$ cat src/rtl/tilt_dir_decoder_if.sv
// Signal bundle between the G-sensor readout stage and the tilt direction decoder.
// The readout side drives the raw bytes, the decoder returns the heading and averaged tilt.
interface tilt_dir_decoder_if;
  logic [7:0]  iX_L;
  logic [7:0]  iX_H;
  logic [7:0]  iY_L;
  logic [7:0]  iY_H;
  logic [1:0]  oDIR;
  logic        oDIR_VALID;
  logic [15:0] oTILT_X;
  logic [15:0] oTILT_Y;
  logic        oFLAT;

  modport master (
    output iX_L, iX_H, iY_L, iY_H,
    input  oDIR, oDIR_VALID, oTILT_X, oTILT_Y, oFLAT
  );

  modport slave (
    input  iX_L, iX_H, iY_L, iY_H,
    output oDIR, oDIR_VALID, oTILT_X, oTILT_Y, oFLAT
  );
endinterface

$ cat src/rtl/tilt_dir_decoder.sv
// Turns raw accelerometer X/Y bytes into a debounced snake heading (sample, 4-tap average,
// dominant axis vs threshold, stability debounce). Define TILT_NO_REVERSE_EN to block 180-degree turns.
module tilt_dir_decoder #(
  parameter int unsigned SAMPLE_DIV = 40000,
  parameter int unsigned THRESH     = 64,
  parameter int unsigned STABLE_N   = 3,
  parameter logic [1:0]  INIT_DIR   = 2'd1
) (
  input  logic            iCLK,
  input  logic            iRST,
  tilt_dir_decoder_if.slave bus
);

  localparam int unsigned DIV_W  = 16;
  localparam int unsigned SMP_W  = 16;
  localparam int unsigned SUM_W  = 18;
  localparam int unsigned MAG_W  = 17;
  localparam int unsigned CNT_W  = 4;
  localparam int unsigned CAND_W = 3;
  localparam int unsigned TAPS   = 4;

  localparam logic [DIV_W-1:0]  DIV_LAST   = DIV_W'(SAMPLE_DIV - 1);
  localparam logic [MAG_W-1:0]  THRESH_MAG = MAG_W'(THRESH);
  localparam logic [CNT_W-1:0]  STABLE_CNT = CNT_W'(STABLE_N);
  localparam logic [CNT_W-1:0]  CNT_MAX    = '1;

  localparam logic [1:0] DIR_UP    = 2'd0;
  localparam logic [1:0] DIR_RIGHT = 2'd1;
  localparam logic [1:0] DIR_DOWN  = 2'd2;
  localparam logic [1:0] DIR_LEFT  = 2'd3;
  localparam logic [CAND_W-1:0] CAND_NONE = 3'b100;

`ifdef TILT_NO_REVERSE_EN
  localparam bit NO_REVERSE = 1'b1;
`else
  localparam bit NO_REVERSE = 1'b0;
`endif

  typedef enum logic [1:0] {S_WAIT, S_CAPTURE, S_SUM, S_DECIDE} state_t;

  state_t                  state;
  logic [DIV_W-1:0]        div;
  logic signed [SMP_W-1:0] hist_x [TAPS];
  logic signed [SMP_W-1:0] hist_y [TAPS];
  logic signed [SMP_W-1:0] tilt_x;
  logic signed [SMP_W-1:0] tilt_y;
  logic [1:0]              dir;
  logic                    dir_valid;
  logic                    flat;
  logic [CNT_W-1:0]        stable_cnt;
  logic [CAND_W-1:0]       last_cand;

  logic signed [SUM_W-1:0] sum_x_c;
  logic signed [SUM_W-1:0] sum_y_c;
  logic signed [MAG_W-1:0] ext_x_c;
  logic signed [MAG_W-1:0] ext_y_c;
  logic [MAG_W-1:0]        mag_x_c;
  logic [MAG_W-1:0]        mag_y_c;
  logic [MAG_W-1:0]        mag_dom_c;
  logic [1:0]              dir_cand_c;
  logic                    flat_c;
  logic [CAND_W-1:0]       cand_c;
  logic [CNT_W-1:0]        cnt_next_c;
  logic                    commit_c;

  logic signed [SMP_W-1:0] raw_x_c;
  logic signed [SMP_W-1:0] raw_y_c;

  assign raw_x_c = {bus.iX_H, bus.iX_L};
  assign raw_y_c = {bus.iY_H, bus.iY_L};

  // Window sums, sign-extended to 18 bits so four full-scale samples cannot overflow
  always_comb begin
    sum_x_c = '0;
    sum_y_c = '0;
    for (int i = 0; i < int'(TAPS); i++) begin
      sum_x_c = sum_x_c + SUM_W'(hist_x[i]);
      sum_y_c = sum_y_c + SUM_W'(hist_y[i]);
    end
  end

  // Magnitudes carry one extra bit so |-32768| is representable
  always_comb begin
    ext_x_c = MAG_W'(tilt_x);
    ext_y_c = MAG_W'(tilt_y);
    mag_x_c = tilt_x[SMP_W-1] ? -ext_x_c : ext_x_c;
    mag_y_c = tilt_y[SMP_W-1] ? -ext_y_c : ext_y_c;
  end

  // Candidate heading: X wins ties; a zero axis value never clears a nonzero threshold
  always_comb begin
    mag_dom_c  = '0;
    dir_cand_c = DIR_RIGHT;
    flat_c     = 1'b1;
    cand_c     = CAND_NONE;
    if (mag_x_c >= mag_y_c) begin
      mag_dom_c  = mag_x_c;
      dir_cand_c = tilt_x[SMP_W-1] ? DIR_LEFT : DIR_RIGHT;
    end else begin
      mag_dom_c  = mag_y_c;
      dir_cand_c = tilt_y[SMP_W-1] ? DIR_DOWN : DIR_UP;
    end
    flat_c = (mag_dom_c < THRESH_MAG);
    if (!flat_c) begin
      cand_c = {1'b0, dir_cand_c};
    end
    if (NO_REVERSE && !flat_c && (dir_cand_c == (dir ^ 2'b10))) begin
      cand_c = CAND_NONE;
    end
  end

  // Debounce: count repeats of the same candidate, commit once it has been seen STABLE_N times
  always_comb begin
    cnt_next_c = CNT_W'(1);
    commit_c   = 1'b0;
    if (cand_c == last_cand) begin
      cnt_next_c = (stable_cnt == CNT_MAX) ? stable_cnt : stable_cnt + CNT_W'(1);
    end
    commit_c = (cand_c != CAND_NONE) && (cand_c[1:0] != dir) && (cnt_next_c >= STABLE_CNT);
  end

  // Sequencer, free-running divider and all registered state
  always_ff @(posedge iCLK or posedge iRST) begin
    if (iRST) begin
      state      <= S_WAIT;
      div        <= '0;
      for (int i = 0; i < int'(TAPS); i++) begin
        hist_x[i] <= '0;
        hist_y[i] <= '0;
      end
      tilt_x     <= '0;
      tilt_y     <= '0;
      dir        <= INIT_DIR;
      dir_valid  <= 1'b0;
      flat       <= 1'b1;
      stable_cnt <= '0;
      last_cand  <= CAND_NONE;
    end else begin
      dir_valid <= 1'b0;
      div       <= (div == DIV_LAST) ? '0 : div + DIV_W'(1);
      case (state)
        S_WAIT: begin
          if (div == DIV_LAST) begin
            state <= S_CAPTURE;
          end
        end
        S_CAPTURE: begin
          hist_x[0] <= raw_x_c;
          hist_y[0] <= raw_y_c;
          for (int i = 1; i < int'(TAPS); i++) begin
            hist_x[i] <= hist_x[i-1];
            hist_y[i] <= hist_y[i-1];
          end
          state <= S_SUM;
        end
        S_SUM: begin
          tilt_x <= SMP_W'(sum_x_c >>> 2);
          tilt_y <= SMP_W'(sum_y_c >>> 2);
          state  <= S_DECIDE;
        end
        S_DECIDE: begin
          flat       <= flat_c;
          stable_cnt <= cnt_next_c;
          last_cand  <= cand_c;
          if (commit_c) begin
            dir       <= cand_c[1:0];
            dir_valid <= 1'b1;
          end
          state <= S_WAIT;
        end
        default: state <= S_WAIT;
      endcase
    end
  end

  assign bus.oDIR       = dir;
  assign bus.oDIR_VALID = dir_valid;
  assign bus.oTILT_X    = tilt_x;
  assign bus.oTILT_Y    = tilt_y;
  assign bus.oFLAT      = flat;

endmodule
$ cat src/flat_wrapper.sv
// flat-port wrapper written by rule: the top's interface ports become plain ports
module tilt_dir_decoder_flat 
#(
  parameter int unsigned SAMPLE_DIV = 40000,
  parameter int unsigned THRESH     = 64,
  parameter int unsigned STABLE_N   = 3,
  parameter logic [1:0]  INIT_DIR   = 2'd1
)
  (iCLK, iRST, bus_iX_L, bus_iX_H, bus_iY_L, bus_iY_H, bus_oDIR, bus_oDIR_VALID, bus_oTILT_X, bus_oTILT_Y, bus_oFLAT);
  tilt_dir_decoder_if bus_i ();
  input  logic iCLK;
  input  logic iRST;
  input wire logic [$bits(bus_i.iX_L)-1:0] bus_iX_L;
  input wire logic [$bits(bus_i.iX_H)-1:0] bus_iX_H;
  input wire logic [$bits(bus_i.iY_L)-1:0] bus_iY_L;
  input wire logic [$bits(bus_i.iY_H)-1:0] bus_iY_H;
  output wire logic [$bits(bus_i.oDIR)-1:0] bus_oDIR;
  output wire logic [$bits(bus_i.oDIR_VALID)-1:0] bus_oDIR_VALID;
  output wire logic [$bits(bus_i.oTILT_X)-1:0] bus_oTILT_X;
  output wire logic [$bits(bus_i.oTILT_Y)-1:0] bus_oTILT_Y;
  output wire logic [$bits(bus_i.oFLAT)-1:0] bus_oFLAT;
  assign bus_i.iX_L = bus_iX_L;
  assign bus_i.iX_H = bus_iX_H;
  assign bus_i.iY_L = bus_iY_L;
  assign bus_i.iY_H = bus_iY_H;
  assign bus_oDIR = bus_i.oDIR;
  assign bus_oDIR_VALID = bus_i.oDIR_VALID;
  assign bus_oTILT_X = bus_i.oTILT_X;
  assign bus_oTILT_Y = bus_i.oTILT_Y;
  assign bus_oFLAT = bus_i.oFLAT;
  tilt_dir_decoder #(.SAMPLE_DIV(SAMPLE_DIV), .THRESH(THRESH), .STABLE_N(STABLE_N), .INIT_DIR(INIT_DIR)) u_core (.iCLK(iCLK), .iRST(iRST), .bus(bus_i));
endmodule
$ cat config.mk
export PLATFORM = sky130hd
export DESIGN_NAME = tilt_dir_decoder_flat
export DESIGN_NICKNAME = d
export VERILOG_FILES = /design/src/rtl/tilt_dir_decoder_if.sv /design/src/rtl/tilt_dir_decoder.sv /design/src/flat_wrapper.sv
export SDC_FILE = /design/constraint.sdc
export NUM_CORES = 1
export LEC_CHECK = 0
export ABC_AREA = 1
export CAP_MARGIN = 0
export CORE_ASPECT_RATIO = 0.7
export CORE_MARGIN = 4
export CORE_UTILIZATION = 55
export CTS_CLUSTER_DIAMETER = 40
export DETAILED_ROUTE_END_ITERATION = 7
export GPL_TIMING_DRIVEN = 0
export PLACE_DENSITY_LB_ADDON = 0.1
export SLEW_MARGIN = 30
export SYNTH_ARGS = -nofsm -noshare
export SYNTH_HDL_FRONTEND = slang
export SYNTH_SLANG_ARGS = --single-unit
$ cat constraint.sdc
create_clock -name iCLK -period 7.9 [get_ports iCLK]
set_input_delay 1.58 -clock iCLK [delete_from_list [all_inputs] [get_ports iCLK]]
set_output_delay 1.58 -clock iCLK [all_outputs]
set_load 0.02 [all_outputs]
==> results_dict.tcl, run 1 <==
set metrics [dict create \
    status "completed" \
    crit_path_start_kind "register" \
    reg2reg_slack_ps 3950 \
    max-cap-violations 0 \
    post_cts.repair.setup_buffers 0 \
    fin_ws_ps 3950 \
    ant_nets 0 \
    hp-class "reg2reg" \
    crit_arrival_ps 4260 \
    worst_setup_path_end_kind "register" \
    io_pins 70 \
    ys_ff_latch 188 \
    drt-vias-per-instance 5.28 \
    insertion_delay_ps 440 \
    fin_crit_sh_pct 49.9 \
    clkPwrFrac_pct 44.5 \
    yosysUniqueCellTypes 47 \
    grt_pass1_vias 8742 \
    die_width_microns 181 \
    synth_largest_area_cell "dfrtp_1" \
    vias 9217 \
    p_sw_uw 408 \
    drc 0 \
    hold_path_startpoint "u_core.div[0]" \
    finalPower_uw 1840 \
    ctsResizeCount 0 \
    synth-edff-count 0 \
    syn_nets 1524 \
    seqPwrFrac_pct 52.4 \
    irDropWorstVdd_uv 170 \
    netSwitchingFraction_pct 22.3 \
    finalWirelength_mm 27.5 \
    row_count 44 \
    io_buffer_count 69 \
    antenna_cells 0 \
    netlist_area_sq_um 11600 \
    clock_path_buffers 2 \
    die_y_microns 129 \
    p_comb_share_pct 3.0 \
    cts_num_sinks 188 \
    ys_warn_count 0 \
    fin_util_pct 63.8 \
    syn_avg_cell_area_sq_um 8.46 \
    finClkSkew_ps 13.0 \
    grt_pass1_wl_mm 45.1 \
    root_buffer "clkbuf_16" \
    setup-tns-final_ps 0 \
    synth.area.top_cells "dfrtp_1, fa_1, nand2_1" \
    drt_pass1_iterations 8 \
    initial_core_util_pct 55.9 \
    drv_slew 0 \
    clk_pin_slew_worst_paths_ps 70 \
    grt_max_degree 78 \
    ys_seq_area_share_pct 40.7 \
    antenna_found_initial 0 \
    cts_tree "done" \
    fin_crit_ps 3950 \
    worst_slew_pin_slew_ps 877 \
    dp_hpwl_mm 20.9 \
    internal_power_uw 1430 \
    p_per_area_nw_per_um2 139 \
    grt-ovfl-total 0 \
    hold_viol 0 \
    worstSetupPathType "reg2reg" \
    required_ps 8210 \
    setup_violations 0 \
    wl_per_cell_microns 15.7 \
    critPathMaxFanout 3 \
    h-tree-depth 4 \
    areaGrowthSynthToFinish_pct 14.1 \
    grt_usage_pct 24.3 \
    synth-main-ff-cell "dfrtp_1" \
    r2r-start "u_core.hist_x[1]" \
    netlist_instances 1368 \
    async_flop_share_pct 100 \
    grt_setup_unrepaired "no" \
    nNetsFinal 1614 \
    crit_start "u_core.hist_x[1]" \
    gp_congestion 0.855 \
    n_fill_cell 1840 \
    die_area_sq_um 23500 \
    drtIter0Drc 748 \
    core-area_sq_um 20700 \
    slew_headroom_pct 41.0 \
    leakage_uw 0.00674 \
    place_ws_ps 4010 \
    synth_top_cell_area_share_pct 40.2 \
    fmax_mhz 253 \
    hold_buffers 0 \
    cts_inserted_buffers 17 \
    drive_gt1_share_pct 5.92 \
]
[synth_stat cells (3+ instances only)]
cell,n
xor2_1,24
nor2_4,3
o21ai_1,3
o21ai_0,126
o21ai_2,3
nor2_1,148
xnor2_1,10
o21a_1,3
nand2_2,16
dfrtp_1,186
nand2_4,4
o31ai_1,4
a21oi_1,99
nand2_1,269
inv_1,189
nor3_1,6
a21o_1,5
nand4_1,8
inv_2,6
fa_1,66
a211oi_1,4
ha_1,56
clkbuf_1,34
or2_2,6
nor2_2,9
nand3_1,50
[routing by layer]
metal	GRT usage (%)	share of wire [%]
met3	4.66	5.2
met4	6.70	1.6
met5	0	0
met1	37.8	52
met2	35.1	42
[final timing paths]
kind	to	cells past startpoint
min in group asynchronous	u_core.hist_x[62]	2
worst max-delay path	u_core.bus.oTILT_X[13]	17
max in group asynchronous	u_core.last_cand[2]	3
worst max register to register	u_core.bus.oTILT_X[13]	17
worst min register to register	u_core.div[0]	1
worst min-delay path	u_core.div[0]	1
[final cells by class]
| cell class | count | area (sq um) | area share (%) |
|---|---|---|---|
| clock inverter | 8 | 85.1 | 0.644 |
| multi-input combinational | 947 | 5990 | 45.3 |
| inverter | 196 | 743 | 5.62 |
| sequential | 188 | 4710 | 35.6 |
| buffer | 37 | 146 | 1.11 |
| timing repair buffer | 71 | 746 | 5.64 |
| clock buffer | 22 | 454 | 3.44 |
| tap | 276 | 345 | 2.61 |
[critical path, stage by stage (launching register included)]
cell and delay [ps]:
dfrtp_1 400, fa_1 520, fa_1 560, nand2_1 60
nor2_1 180, inv_1 110, fa_1 400, nor2_1 120
a211oi_1 80, o21ai_0 350, nand3_1 120, nand2_1 170
nand2_1 70, nand2_1 90, a21boi_0 120, o21ai_0 220
xor2_1 170, o21ai_0 80
[flip-flops by register name (all words and copies together) (netlist names)]
register and cells:
u_core.hist_x 64, u_core.bus.oTILT_X 16, u_core.last_cand 3, u_core.div 16, u_core.hist_y 64, u_core.bus.oTILT_Y 16, u_core.stable_cnt 4, u_core.state 2
u_core.bus.oDIR_VALID 1, u_core.bus.oDIR 2
[cells by family after synthesis]
logic type                 after synthesis  synth area share (%)
xor gates and xnor gates                34                  2.57
adders and majority gates              122                  17.5
muxes                                    2                 0.195
DFF                                    188                  40.7
buffers and inverters                  233                  7.62
and+or+nand+nor                        529                  19.5
AOI/OAI and AO/OA                      258                  11.9
other                                    2                0.0649
[power groups by stage]
stage | logic [uW] | clock network (uW) | registers (uW)
CTS | 56.7 | 835 | 962
floorplan | 28.1 | 0 | 981
global route | 62.8 | 878 | 961
finish | 55.8 | 818 | 962
detailed placement | 56.6 | 0 | 981
global placement | 51.9 | 0 | 981
[cell usage in the layout, fill, tap and decap left out, types with 3 or more instances in the layout]
cell type,n
o31ai_1,4
o21ai_1,3
dfrtp_1,186
ha_1,56
clkbuf_16,17
nor2_2,9
o21ai_2,3
nor2_1,148
inv_1,188
xnor2_1,10
a21o_1,5
o21a_1,3
nand3_1,50
a211oi_1,4
nand2_4,4
or2_2,6
inv_2,6
nor3_1,6
fa_1,66
nand2_1,269
nand4_1,8
xor2_1,24
clkdlybuf4s50_1,69
o21ai_0,126
a21oi_1,99
inv_6,3
nand2_2,16
clkbuf_1,38
nor2_4,3
[stage by stage]
step / instances / hold WS [ps] / instance area [sq um]
after floorplan: 1368 / 433 / 11600
after global placement: 1713 / 453 / 12600
after detailed placement: 1715 / 465 / 12700
after CTS: 1745 / 474 / 13200
after global routing: 1745 / 482 / 13200
final: 1745 / 466 / 13200
Note: power is estimated with default switching activity, not from simulation.
==> run 2, diff against run 1 <==
clock period = 3.65 ns   (was 7.9 ns; I/O delays follow)
==> run 2 against run 1 <==
  * Non-clock buffer count up 39
  * Register-to-register slack lost 3900 ps
  * Core utilization is 3.0 points higher
  * Global-route usage rose by 1.1 points
  * Total power rose by 120%
  * Maximum frequency increased by 10%
  * Design area increased by 4.8%
  * Wire length is 6.5% higher
  * Via count rose by 2.9%
  * Sequential power rose by 120%
  * Largest power group unchanged
==> results_dict.tcl, run 2 (synthesis gave the netlist of run 1 again) <==
set metrics [dict create \
    status "completed" \
    r2r-start "u_core.hist_y[1]" \
    core-area_sq_um 20700 \
    finalWirelength_mm 29.2 \
    insertion_delay_ps 440 \
    grt_pass1_vias 9301 \
    initial_core_util_pct 55.9 \
    row_count 44 \
    gp_congestion 0.875 \
    hold_viol 0 \
    h-tree-depth 4 \
    largest_registers "u_core.hist_x: 64 flops, u_core.hist_y: 64 flops" \
    grt_max_degree 30 \
    hp-class "reg2reg" \
    regArea_sq_um 4730 \
    drt_pass1_iterations 5 \
    finalPower_uw 4090 \
    p_per_area_nw_per_um2 295 \
    dp_hpwl_mm 22.0 \
    antenna_found_initial 0 \
    irDropWorstVdd_uv 383 \
    worstSetupPathType "reg2reg" \
    cts_num_sinks 188 \
    nNetsFinal 1653 \
    critPathMaxFanout 2 \
    drc 0 \
    fin_util_pct 66.9 \
    setup_violations 0 \
    dpl_cell_area_sq_um 12800 \
    min_delay_path_depth 1 \
    grt-ovfl-total 0 \
    grt_setup_unrepaired "yes" \
    hold_end "u_core.div[0]" \
    leakage_uw 0.00699 \
    drive_gt1_share_pct 13.3 \
    fmax_mhz 279 \
    wl_per_cell_microns 16.4 \
    cts_inserted_buffers 17 \
    antenna_cells 0 \
    drt-vias-per-instance 5.31 \
    vias 9483 \
    worst_slew_pin_slew_ps 894 \
    slew_headroom_pct 40.4 \
    rr_worst_depth 23 \
    crit_arrival_ps 3890 \
    place_ws_ps -324 \
    final_cell_area_sq_um 13800 \
    max-cap-violations 0 \
    cts_tree "done" \
    io_buffer_count 69 \
    finClkSkew_ps 12.8 \
    crit_start "u_core.hist_y[1]" \
    die_y_microns 129 \
    required_ps 3950 \
    die_width_microns 181 \
    drv_slew 0 \
    final_common_cell "nand2_1" \
    ant_nets 0 \
    r2r-end "u_core.bus.oTILT_Y[13]" \
    hold_path_startpoint "u_core.div[0]" \
    root_buffer "clkbuf_16" \
    io_pins 70 \
    worst_setup_path_end_kind "register" \
    fin_ws_ps 62.0 \
    grt_usage_pct 25.4 \
    drtIter0Drc 652 \
    fin_crit_sh_pct 98.3 \
    n_fill_cell 1726 \
    clk_pin_slew_worst_paths_ps 70 \
    grt_pass1_wl_mm 47.4 \
    clock_path_buffers 2 \
    crit_path_start_kind "register" \
    die_area_sq_um 23500 \
    fin_crit_ps 3590 \
    areaGrowthSynthToFinish_pct 19.6 \
    final_cell_mix "nand2_1, inv_1, dfrtp_1" \
    multiInputGateArea_sq_um 6190 \
    reg2reg_slack_ps 60 \
]
-- run 2: what timing repair did --
item,4_1_cts,5_1_grt
endpoints found under the setup margin,8,17
gates resized for setup,17,68
setup buffers,9,25
pin swaps,7,34
hold buffers,0,0
cloned,0,0
-- run 2: cell type report --
cell class | count | share of cell area [%]
sequential | 188 | 34.1
clock inverter | 10 | 0.759
clock buffer | 21 | 3.47
tap | 276 | 2.49
timing repair buffer | 110 | 8.01
inverter | 196 | 5.34
buffer | 37 | 1.07
multi-input combinational | 947 | 44.7
-- run 2: per-stage QoR --
step           hold slack [ps]  setup TNS, ps  instances
4_1_cts                    468              0       1760
3_5_place_dp               459          -1120       1720
2_1_floorplan              433              0       1368
6_report                   471              0       1785
3_3_place_gp               453        -196050       1713
5_1_grt                    488           -661       1785
-- run 2: report_power, final --
| part | internal, uW | switching (uW) |
|---|---|---|
| clock | 1020 | 846 |
| sequential | 2080 | 0 |
| combinational | 61.6 | 75.1 |
-- run 2: worst max-delay path by stage --
stage	slack [ps]	cells after the start	to
final	60	23	u_core.bus.oTILT_Y[13]
after global routing	-110	23	u_core.bus.oTILT_Y[13]
after CTS	6	23	u_core.bus.oTILT_Y[13]
after detailed placement	-320	23	u_core.bus.oTILT_Y[13]
after global placement	-1060	2	u_core.bus.oDIR[1]
after floorplan	140	23	u_core.bus.oTILT_Y[13]
-- run 2: worst max-delay path: stages (launching register included) --
cell and delay, ps:
dfrtp_1 410, fa_1 500, fa_1 510, nand2_2 60, nor2_4 110, inv_2 50
fa_2 360, or2_4 250, a21oi_4 120, nand2_1 80, nand2_1 80, nand2_1 60
nand2_2 80, nand3_2 60, nand2_2 90, nand2_2 70, nand2_2 70, nand2_2 50
nand2_2 80, nand3_2 80, nand2_2 70, nand2_2 50, nand3_2 90, o21ai_1 80
-- run 2: layer usage --
layer,up-vias,global-route usage [%],part of all wire (%)
li1,4589,-,-
met1,4638,38.7,50
met2,218,37.7,43
met3,38,5.19,5.4
met4,0,6.84,1.9
met5,-,0,0
==> run 3, diff against run 2 <==
CORE_UTILIZATION = 61   (was 55)
==> run 3 against run 2 <==
  * Register-to-register slack about the same
  * Worst hold slack got worse by 7.1 ps
  * Highest routed layer unchanged
  * Sequential power is essentially flat
  * Sequential share of layout area is 0.46 points higher
  * Core utilization rose by 7.4 points
==> results_dict.tcl, run 3 (synthesis gave the netlist of run 1 again) <==
set metrics [dict create \
    clk_pin_slew_worst_paths_ps 80 \
    largest_registers "u_core.hist_x: 64 flops, u_core.hist_y: 64 flops" \
    wl_per_cell_microns 16.4 \
    worst_slew_pin_slew_ps 920 \
    status "completed" \
    fin_crit_ps 3590 \
    antenna_found_initial 0 \
    hold_viol 0 \
    initial_core_util_pct 63.2 \
    required_ps 4020 \
    r2r-start "u_core.hist_y[1]" \
    critPathMaxFanout 2 \
    drive_gt1_share_pct 10.8 \
    crit_arrival_ps 3960 \
    n_fill_cell 1373 \
    io_pins 70 \
    finalWirelength_mm 28.4 \
    drv_slew 0 \
    fin_crit_sh_pct 98.4 \
    clock_path_buffers 2 \
    crit_path_start_kind "register" \
    cts_tree "done" \
    io_buffer_count 69 \
    final_cells 1731 \
    crit_chain "fa_1 -> fa_1 -> nand2_1 -> nor2_2 -> inv_2 -> fa_2 -> or2_4 -> a21oi_2 -> nand2_1 -> nand2_1 -> nand2_1 -> nand2_2 -> nand3_2 -> nand2_2 -> buf_6 -> nand4_1 -> buf_4 -> a21oi_2 -> o21ai_1 -> o21ai_1" \
    grt_usage_pct 27.5 \
    max-cap-violations 0 \
    nNetsFinal 1638 \
    crit_slowest_cell "fa_1" \
    setup_violations 0 \
    drt_pass1_iterations 5 \
    dp.cells 1679 \
    holdWs_ps 464 \
    setup-tns-final_ps 0 \
    critPathBufInv 3 \
    rr_worst_depth 20 \
    gp_congestion 0.950 \
    irDropWorstVdd_uv 263 \
    cts_inserted_buffers 17 \
    grt_pass1_wl_mm 46.3 \
    die_area_sq_um 21300 \
    crit_path_end "u_core.bus.oTILT_Y[15]" \
    grt-ovfl-total 0 \
    regArea_sq_um 4710 \
    vias 9569 \
    cp_common_cell "nand2_1" \
    finalPower_uw 4140 \
    drc 0 \
    leakage_uw 0.00692 \
    slew_headroom_pct 38.1 \
    grt_max_degree 32 \
    multiInputGateArea_sq_um 6130 \
    reg2reg_slack_ps 60 \
    fmax_mhz 278 \
    final_common_cell "nand2_1" \
    p_per_area_nw_per_um2 304 \
    root_buffer "clkbuf_16" \
    worstSetupPathType "reg2reg" \
    final_cell_mix "nand2_1, inv_1, dfrtp_1" \
    hp-class "reg2reg" \
    crit_start "u_core.hist_y[1]" \
    ant_nets 0 \
    core-area_sq_um 18300 \
    worst_setup_path_end_kind "register" \
    row_count 41 \
    cp_top_family "adder cells" \
    die_width_microns 173 \
    finClkSkew_ps 16.1 \
    areaGrowthSynthToFinish_pct 17.6 \
    cpPeakStageDelay_ps 490 \
    dpl_cell_area_sq_um 12700 \
    path_depth 20 \
    final_cell_area_sq_um 13600 \
    grt_setup_unrepaired "yes" \
    cts_num_sinks 188 \
    die_y_microns 123 \
    drtIter0Drc 768 \
    r2r-end "u_core.bus.oTILT_Y[15]" \
    dp_hpwl_mm 21.4 \
    h-tree-depth 4 \
    antenna_cells 0 \
    drt-vias-per-instance 5.53 \
    insertion_delay_ps 450 \
    grt_pass1_vias 9158 \
]
## run 3: changes by cell type in the layout (fill, tap and decap cells not counted), sizes merged
cell | previous run | this run
buf | 45 | 29
inv | 197 | 202
clkbuf | 54 | 52
bufinv | 1 | 0
clkinv | 6 | 7
clkinvlp | 2 | 1
## run 3: power by group
part | leakage (uW) | switching, uW | internal (uW)
clock network | 0.000303 | 967 | 959
logic | 0.00421 | 72.4 | 56.4
registers | 0.00241 | 0 | 2080
total | 0.00692 | 1040 | 3100
## run 3: per-layer routing
metal  global-route usage (%)  wire length, microns  up-vias
met1                     40.7                 13300     4600
met3                     5.50                  2030       50
met2                     41.2                 12300      354
li1                         -                     -     4565
met4                     9.22                   662        0
met5                        0                     0        -
## run 3: layout make-up
| type | count | area share, % |
|---|---|---|
| inverters | 196 | 5.43 |
| plain buffers | 37 | 1.08 |
| clock buffers | 18 | 3.23 |
| flip-flops and latches | 188 | 34.6 |
| clock inverters | 14 | 1.36 |
| multi-input cells | 947 | 45.0 |
| repair buffers | 95 | 7.09 |
| well taps | 236 | 2.17 |
## run 3: per-stage QoR
stage | setup slack (ps) | util (%)
2_1_floorplan | 139 | -
3_3_place_gp | -984 | 68.6
3_5_place_dp | -369 | 69.3
4_1_cts | -6.49 | 73.3
5_1_grt | -179 | 74.3
6_report | 57.4 | 74.3
## run 3: what timing repair did
action / CTS / global route
gates resized for setup: 18 / 40
endpoints found under the setup margin: 8 / 17
pin swaps: 12 / 23
hold buffers: 0 / 0
setup buffers: 10 / 10
## run 3: how the worst min path moves through the flow
| stage | from | end | cells after the start |
|---|---|---|---|
| after floorplan | u_core.div[0] | u_core.div[0] | 1 |
| after global placement | u_core.div[0] | u_core.div[0] | 1 |
| after detailed placement | u_core.div[0] | u_core.div[0] | 1 |
| after CTS | u_core.div[0] | u_core.div[0] | 1 |
| after global routing | u_core.div[0] | u_core.div[0] | 1 |
| final | u_core.div[0] | u_core.div[0] | 1 |
